[config.mk]
export PLATFORM = sky130hd
export DESIGN_NAME = conv_cmd_ctrl
export DESIGN_NICKNAME = d
export VERILOG_FILES = /design/src/rtl/conv_cmd_ctrl.sv
export SDC_FILE = /design/constraint.sdc
export NUM_CORES = 1
export LEC_CHECK = 0
export CAP_MARGIN = 20
export CORE_MARGIN = 2
export CORE_UTILIZATION = 35
export DETAILED_ROUTE_END_ITERATION = 7
export DONT_BUFFER_PORTS = 1
export PLACE_DENSITY = 0.56
export SLEW_MARGIN = 20
export SYNTH_ARGS = -nofsm -noshare
export SYNTH_HDL_FRONTEND = slang
export SYNTH_SLANG_ARGS = --single-unit
[constraint.sdc]
create_clock -name clk -period 2.1 [get_ports clk]
set_input_delay 0.21 -clock clk [delete_from_list [all_inputs] [get_ports clk]]
set_output_delay 0.21 -clock clk [all_outputs]
set_load 0.1 [all_outputs]
[src/rtl/conv_cmd_ctrl.sv]
// Byte-stream command controller: streams payloads into NUM_MEM memories and starts/awaits NUM_CONV layers.
// Define CONV_CTRL_TIMEOUT_EN to abort stalled write commands after TIMEOUT_CYC idle cycles.
//
// state         | meaning
// --------------+-----------------------------------------------------------
// ST_OP         | idle, waiting for an opcode byte
// ST_SEL        | waiting for the memory select byte
// ST_LEN_L      | waiting for payload length, low byte
// ST_LEN_H      | waiting for payload length, high byte; length is validated
// ST_DATA       | streaming payload bytes to the selected memory
// ST_CONV_START | start pulse on the selected layer is visible
// ST_CONV_WAIT  | waiting for the selected layer's done
module conv_cmd_ctrl #(
  parameter int unsigned NUM_MEM      = 7,
  parameter int unsigned NUM_CONV     = 3,
  parameter int unsigned ADDR_W       = 16,
  parameter logic [7:0]  OP_WRITE     = 8'h19,
  parameter logic [7:0]  OP_CONV_BASE = 8'h20,
  parameter int unsigned TIMEOUT_CYC  = 1024
) (
  input  logic                clk,
  input  logic                reset,
  input  logic                in_valid,
  input  logic [7:0]          in_data,
  output logic                in_ready,
  output logic [NUM_MEM-1:0]  mem_we,
  output logic [ADDR_W-1:0]   mem_addr,
  output logic [7:0]          mem_data,
  output logic [NUM_CONV-1:0] conv_start,
  input  logic [NUM_CONV-1:0] conv_done,
  output logic                busy,
  output logic                err,
  output logic [1:0]          err_code,
  output logic [ADDR_W:0]     bytes_written
);

  localparam int SEL_W = (NUM_MEM > 1) ? $clog2(NUM_MEM) : 1;
  localparam int LAY_W = (NUM_CONV > 1) ? $clog2(NUM_CONV) : 1;
  localparam logic [16:0]   MAX_LEN = 17'(1) << ADDR_W;
  localparam logic [ADDR_W:0] BW_ONE = 1;

  typedef enum logic [2:0] {
    ST_OP, ST_SEL, ST_LEN_L, ST_LEN_H, ST_DATA, ST_CONV_START, ST_CONV_WAIT
  } state_t;

  state_t              state_q, state_d;
  logic [SEL_W-1:0]    sel_q, sel_d;
  logic [15:0]         len_q, len_d;
  logic [LAY_W-1:0]    layer_q, layer_d;
  logic [ADDR_W:0]     bw_q, bw_d;
  logic [NUM_MEM-1:0]  mem_we_q, mem_we_d;
  logic [ADDR_W-1:0]   mem_addr_q, mem_addr_d;
  logic [7:0]          mem_data_q, mem_data_d;
  logic [NUM_CONV-1:0] conv_start_q, conv_start_d;
  logic                in_ready_q, in_ready_d;
  logic                busy_q, busy_d;
  logic                err_q, err_d;
  logic [1:0]          err_code_q, err_code_d;

`ifdef CONV_CTRL_TIMEOUT_EN
  localparam int IDLE_W = $clog2(TIMEOUT_CYC + 1);
  localparam logic [IDLE_W-1:0] IDLE_ONE = 1;
  logic [IDLE_W-1:0] idle_q, idle_d;
`endif

  logic             accept;
  logic [7:0]       conv_idx;
  logic             conv_hit;
  logic [LAY_W-1:0] conv_layer;
  logic [16:0]      len_full;
  logic [ADDR_W:0]  bw_next;

  assign accept     = in_valid && in_ready_q;
  assign conv_idx   = in_data - OP_CONV_BASE;
  assign conv_hit   = (conv_idx >= 8'd1) && (32'(conv_idx) <= NUM_CONV);
  assign conv_layer = LAY_W'(conv_idx - 8'd1);
  assign len_full   = {1'b0, in_data, len_q[7:0]};
  assign bw_next    = bw_q + BW_ONE;

  always_comb begin
    state_d      = state_q;
    sel_d        = sel_q;
    len_d        = len_q;
    layer_d      = layer_q;
    bw_d         = bw_q;
    mem_we_d     = '0;
    mem_addr_d   = mem_addr_q;
    mem_data_d   = mem_data_q;
    conv_start_d = '0;
    err_d        = err_q;
    err_code_d   = err_code_q;
    case (state_q)
      ST_OP: if (accept) begin
        if (in_data == OP_WRITE) begin
          state_d = ST_SEL;
        end else if (conv_hit) begin
          state_d                  = ST_CONV_START;
          layer_d                  = conv_layer;
          conv_start_d[conv_layer] = 1'b1;
        end else begin
          err_d      = 1'b1;
          err_code_d = 2'd1;
        end
      end
      ST_SEL: if (accept) begin
        if (32'(in_data) < NUM_MEM) begin
          sel_d   = in_data[SEL_W-1:0];
          state_d = ST_LEN_L;
        end else begin
          err_d      = 1'b1;
          err_code_d = 2'd2;
          state_d    = ST_OP;
        end
      end
      ST_LEN_L: if (accept) begin
        len_d[7:0] = in_data;
        state_d    = ST_LEN_H;
      end
      ST_LEN_H: if (accept) begin
        len_d[15:8] = in_data;
        if (len_full == 17'd0) begin
          bw_d    = '0;
          state_d = ST_OP;
        end else if (len_full > MAX_LEN) begin
          err_d      = 1'b1;
          err_code_d = 2'd3;
          state_d    = ST_OP;
        end else begin
          bw_d    = '0;
          state_d = ST_DATA;
        end
      end
      // bw_q doubles as the write address; the length check keeps it inside ADDR_W bits
      ST_DATA: if (accept) begin
        mem_we_d[sel_q] = 1'b1;
        mem_addr_d      = bw_q[ADDR_W-1:0];
        mem_data_d      = in_data;
        bw_d            = bw_next;
        if (17'(bw_next) == {1'b0, len_q}) state_d = ST_OP;
      end
      ST_CONV_START: state_d = ST_CONV_WAIT;
      ST_CONV_WAIT:  if (conv_done[layer_q]) state_d = ST_OP;
      default:       state_d = ST_OP;
    endcase

`ifdef CONV_CTRL_TIMEOUT_EN
    idle_d = '0;
    if (!accept && (state_q inside {ST_SEL, ST_LEN_L, ST_LEN_H, ST_DATA})) begin
      idle_d = idle_q + IDLE_ONE;
      if (32'(idle_d) >= TIMEOUT_CYC) begin
        idle_d     = '0;
        state_d    = ST_OP;
        err_d      = 1'b1;
        err_code_d = 2'd3;
      end
    end
`endif

    in_ready_d = !(state_d inside {ST_CONV_START, ST_CONV_WAIT});
    busy_d     = (state_d != ST_OP);
  end

  always_ff @(posedge clk or negedge reset) begin
    if (!reset) begin
      state_q      <= ST_OP;
      sel_q        <= '0;
      len_q        <= '0;
      layer_q      <= '0;
      bw_q         <= '0;
      mem_we_q     <= '0;
      mem_addr_q   <= '0;
      mem_data_q   <= '0;
      conv_start_q <= '0;
      in_ready_q   <= 1'b1;
      busy_q       <= 1'b0;
      err_q        <= 1'b0;
      err_code_q   <= '0;
`ifdef CONV_CTRL_TIMEOUT_EN
      idle_q       <= '0;
`endif
    end else begin
      state_q      <= state_d;
      sel_q        <= sel_d;
      len_q        <= len_d;
      layer_q      <= layer_d;
      bw_q         <= bw_d;
      mem_we_q     <= mem_we_d;
      mem_addr_q   <= mem_addr_d;
      mem_data_q   <= mem_data_d;
      conv_start_q <= conv_start_d;
      in_ready_q   <= in_ready_d;
      busy_q       <= busy_d;
      err_q        <= err_d;
      err_code_q   <= err_code_d;
`ifdef CONV_CTRL_TIMEOUT_EN
      idle_q       <= idle_d;
`endif
    end
  end

  assign in_ready      = in_ready_q;
  assign mem_we        = mem_we_q;
  assign mem_addr      = mem_addr_q;
  assign mem_data      = mem_data_q;
  assign conv_start    = conv_start_q;
  assign busy          = busy_q;
  assign err           = err_q;
  assign err_code      = err_code_q;
  assign bytes_written = bw_q;

endmodule

==> results.ini <==
[worst_setup_path]
cp_num_buf_inv=1
start_kind=flop
crit_fanout=6
cp_slowest_stage_delay_ns=0.43
cp-end-kind=flop
reg2reg_depth=7
path_delay_family=simple AND/OR/NAND/NOR gates
cp_slowest_cell=dfrtp_4
crit_arrival_ns=2.37
cp_cell_sequence=buf_6 > nand3_4 > or3_4 > a221o_1 > a22o_1 > nor4_4 > o21ai_0
critPathKind=flop to flop
reg2reg_to=state_q[2]
required_ns=2.30
reg2reg_slack_ns=-0.07
rr_startpoint=bytes_written[0]

[place]
place_congestion=0.857
dp_hpwl_um=7430
place.port_buffers=0
placedCellCount=624
dp_slack_ns=-0.0343

[detailed_routing]
dr.pass1.iters=4
dr_total_vias=3351
drt_iter0_markers=173
wire_per_inst_um=16.6
drc=0
drt_wl_total_um=10800
vias_per_cell=5.16
ant_nets=0

[outcome]
violations=setup timing
status=finished, violations left

[yosys]
synth-edff-count=0
synth.cell_area_mm2=0.00395
ys_seq_area_share_pct=50.7
syn_nets=441
postSynth.asyncResetShare_pct=100
synth_seq_cells=80
syn_inst=421
ys.flop_type=dfrtp_1
yosysWarnings=0
synth_cell_types=47
postSynthAreaPerCell_um2=9.39

[power]
power_frac_clock_pct=24.6
p_sw_share_pct=43.2
p_leak_nw=2.41
power.total_mw=6.69
ir_worst_vdd_uv=662
power.density_mw_per_mm2=1290
power_frac_seq_pct=33.3
p_int_mw=3.80
power_frac_comb_pct=42.2
p_switching_mw=2.89

[sta]
rsz0062_at_grt=true
hold_viol=0
finalCriticalPeriod_ns=2.17
finalSetupTns_ns=-0.143
setup_slack_ns=-0.0737
clock.fmax_mhz=460
fin_crit_sh_pct=104
relSlewSlack_pct=40.3
worst_pin_slew_ns=0.895
clock_skew_ns=0.00641
setup_violations=2
slew_viol_final=0

[cts]
cts_tree=yes
cts_buffers=9
root_buffer=clkbuf_16
insertion_delay_ns=0.34
clockBufferDepth=2
cts_htree_levels=3
clk_pin_slew_ns=0.06
clock_sinks=80

[global_routing]
grt-ovfl-total=0
first_global_vias=3335
grt_start_max_net_pins=81
antenna_found_initial=0
grt_usage_pct=18.6
grt_pass1_wl_um=17000

[cells_and_area]
diodes=0
layout-drive-gt1-share_pct=28.4
nets=525
final_cells=650
area_delta_synth_final_pct=31.4
fin_util_pct=47.5

[run]
cap_viol_max_count=0

[floorplan]
coreArea_mm2=0.0109
initial_core_util_pct=36.1
rows=38
die_h_um=110
io_pins=70
die_w_um=110
dieArea_mm2=0.0122

[min_path]
hold_end=len_q[7]
hold_depth=1
min-delay-start=in_data[7]
hold_class=input port to flop

-- worst max-delay path by stage --
stage                           from         end  slack [ns]  cells past startpoint
global route        bytes_written[0]  state_q[2]       -0.15                      7
CTS                 bytes_written[0]        busy      0.0005                      7
global placement    bytes_written[0]        busy      -0.005                      7
floorplan           bytes_written[2]        busy       -0.12                      7
finish              bytes_written[0]  state_q[2]       -0.07                      7
detailed placement  bytes_written[0]        busy       -0.03                      7
-- power groups by stage --
stage / Sequential, mW / Combinational (mW) / Clock (mW)
final: 2.22 / 2.82 / 1.64
after global routing: 2.27 / 3.02 / 1.74
after CTS: 2.21 / 2.80 / 1.70
after detailed placement: 2.24 / 2.73 / 0
after global placement: 2.23 / 2.70 / 0
after floorplan: 3.29 / 1.03 / 0
-- cells in the final DEF (no fill, tap or decap), drive strengths merged, types with 2 or more instances in the layout --
master / count
xor2: 10
nand4: 12
nor2: 20
clkinv: 2
nor3b: 4
mux2i: 2
nor3: 9
a31oi: 2
a21oi: 15
nor4b: 4
ha: 6
nand3: 14
clkbuf: 12
o31ai: 3
and4: 3
dfrtp: 79
and2: 6
or2: 2
buf: 90
and3: 6
bufinv: 2
o21ai: 34
or3: 2
inv: 8
a211oi: 2
mux2: 15
or4: 2
nand2: 99
o2111ai: 4
nor4: 6
dlygate4sd3: 6
xnor2: 14
-- cell usage after synthesis, types with 2 or more instances --
master      n  share of area [%]
nand2_1    99                9.4
dfrtp_1    79                 50
o21ai_0    34                4.3
clkbuf_1   20                1.9
nor2_1     20                1.9
a21oi_1    15                1.9
mux2_2     15                4.3
xnor2_1    14                3.1
nand3_1    13                1.6
nand4_1    12                1.9
xor2_1     10                2.2
nor3_1      9                1.1
inv_1       8               0.76
and3_1      6               0.95
ha_1        6                1.9
and2_1      4               0.63
nor3b_1     4               0.76
nor4_1      4               0.63
nor4b_1     4               0.89
o2111ai_1   4               0.89
and4_1      3               0.67
buf_2       3               0.38
o31ai_1     3               0.57
a211oi_1    2               0.38
a31oi_1     2               0.32
and2_0      2               0.32
mux2i_1     2               0.51
nor4_2      2               0.63
or2_2       2               0.32
or3_1       2               0.32
or4_1       2               0.38
-- state kept, by name (all words and copies together), names as in the netlist --
register / count
busy: 1
bytes_written: 17
conv_start: 3
err: 1
err_code: 2
in_ready: 1
layer_q: 2
len_q: 16
mem_addr: 16
mem_data: 8
mem_we: 7
sel_q: 3
state_q: 3
-- layer usage --
| layer | up-vias | global-route usage, % | wire length (um) | share of wire [%] |
|---|---|---|---|---|
| li1 | 1632 | - | - | - |
| met1 | 1622 | 24.2 | 4930 | 46 |
| met2 | 83 | 30.2 | 5070 | 47 |
| met3 | 14 | 5.23 | 620 | 5.8 |
| met4 | 0 | 5.18 | 154 | 1.4 |
| met5 | - | 0 | 0 | 0 |
-- through the flow --
stage,cell area (um^2),hold WS (ns)
after detailed placement,4750,-0.0830
final,5190,0.0175
after floorplan,4020,-0.0856
after CTS,5150,0.000190
after global routing,5190,0.00861
after global placement,4750,-0.0825
-- area by class of cell --
class,instances,area [um^2]
Clock buffer,12,236
Clock inverter,4,70.1
Timing Repair Buffer,96,772
Multi-Input combinational cell,310,1860
Sequential cell,80,2050
Inverter,8,30.0
Tap cell,140,175
Fill cell,1052,5740
-- cells by family after synthesis --
group	Yosys count	share of synthesized area [%]
compound gates	69	10.4
xor+xnor	24	5.32
fa+ha+maj	6	1.90
buf+inv	31	3.04
flops	80	50.7
mux	17	4.78
simple gates	194	23.9
-- timing repair --
action,CTS,global route
gates resized for setup,2,6
hold endpoints to repair,85,0
buffers inserted,0,3
endpoints found under the setup margin,2,2
pin swaps,1,5
hold buffers,7,0
Power figures use the tool's default switching activity.
==> RTL change, RTL diff (same flow settings) <==
Put one more register stage on the output `err`. The value now appears one clock later. The other outputs are not delayed to match.
--- a/src/rtl/conv_cmd_ctrl.sv
+++ b/src/rtl/conv_cmd_ctrl.sv
@@ -206,3 +206,5 @@
   assign busy          = busy_q;
-  assign err           = err_q;
+  always_ff @(posedge clk) begin
+    err <= err_q;
+  end
   assign err_code      = err_code_q;
Function: changed (a bounded check fails within 4 cycles, from zero or initial values and one cycle with reset low).
==> RTL change against the original RTL <==
The flow finishes with violations (negative hold slack); power shrank 2.9%; global-route usage shrank 0.72 points; design area grew 5.4%; largest cell class is now multi-input combinational cells; area after synthesis grew 7.1%; worst setup slack gained 0.092 ns; sequential cell count grew 1; non-clock buffer count grew 4; routed wire length grew 4.4%; combinational power shrank 2%.
==> RTL change: results (changes against the original RTL) <==
Vias/cell=5.17 (+0.21%); synthesized-area fraction occupied by adder cells=0.0207 (+0.00170); failing checks=negative hold slack; global-route wire length before repair=17.9 mm (+5.2%); hold_buf cts=5 (-2); Netlist cell types=66 (+40%); 1st-iter DRT viols=172 (-0.58%); post-synthesis cell count=425 (+0.95%); post-synthesis mux area share=0.0500 (+0.00216); worst path arrival time=2.31 ns (-0.06 ns); outcome=finished, violations left; drt first pass iters=5 (+1); hold slack=-0.436 ns (-0.453 ns); worst vdd ir=0.000412 V (-38%); fillers=1128 (+7.2%); Compound-Gate Fraction of Synth Area=0.112 (+0.00822); slowest stage delay, CP=0.53 ns (+0.10 ns); Cell Count, Final, Fillers Out=667 (+2.6%); synth top area cells=dfrtp_1 (47%), nand2_1 (8.9%), mux2_2 (4.5%); sequential-to-total area share from yosys stat=0.478 (-0.0288); Worst Clk Skew=0.00799 ns (+0.00158 ns); Syn Nets=446 (+1.1%); HPWL after DPL=7.94 mm (+6.9%); post-synthesis xor/xnor area fraction=0.0470 (-0.00618); final hold vios=80 (+80); CP max-delay cell=or4_4; most instantiated cells after synthesis=nand2_1 (100), dfrtp_1 (79), o21ai_0 (32), mux2_2 (17), nor2_1 (16)
==> RTL change: worst paths after layout <==
kind,start,endpoint,slack (ns),cells past startpoint
worst min-delay path,reset,bytes_written[13],-0.44,0
max in group asynchronous,reset,in_ready,2.31,0
worst max register to register,bytes_written[5],busy,0.02,7
worst min register to register,err_q,err,0.37,0
min in group clk,in_data[2],sel_q[2],0.02,1
worst max-delay path,bytes_written[5],busy,0.02,7
==> RTL change: report_power, final <==
part / switching (mW) / internal (mW)
clock: 0.616 / 0.990
sequential: 0.274 / 1.87
combinational: 1.95 / 0.802
==> RTL change: layout make-up <==
class / count / share of cell area
timing repair buffer: 100 / 0.140
clock buffer: 14 / 0.0482
sequential: 81 / 0.377
clock inverter: 2 / 0.00708
tap: 147 / 0.0336
multi-input combinational: 313 / 0.387
inverter: 10 / 0.00686
==> RTL change: metal layers <==
layer,up-vias,GRT usage,routed length [um]
met5,-,0,0
met1,1692,0.241,5130
met2,64,0.287,5410
met3,9,0.0457,578
met4,0,0.0463,128
li1,1681,-,-
==> RTL change: kinds of logic after synthesis <==
logic type / after synthesis
AO/OA/AOI/OAI: 71
XOR/XNOR: 21
adder cells (fa/ha/maj): 7
buffers and inverters: 31
flip-flops: 81
multiplexers: 19
AND/OR/NAND/NOR: 195
==> RTL change: repair_timing <==
item	CTS	global route
setup buffers	0	15
endpoints found under the hold margin	85	80
resized for setup	2	11
cloned	0	0
setup endpoints to repair	2	2
pin swaps	0	6
==> RTL change: metrics by stage <==
step                      total power [mW]  area, sq um  setup TNS [ns]  setup slack [ns]
after floorplan                       4.19         4290          -0.141           -0.0728
after global placement                4.78         4930          -0.109           -0.0563
after detailed placement              4.82         4930          -0.305            -0.153
after CTS                             6.47         5290               0           0.00578
after global routing                  6.81         5480          -0.155            -0.104
final                                 6.50         5480               0            0.0182
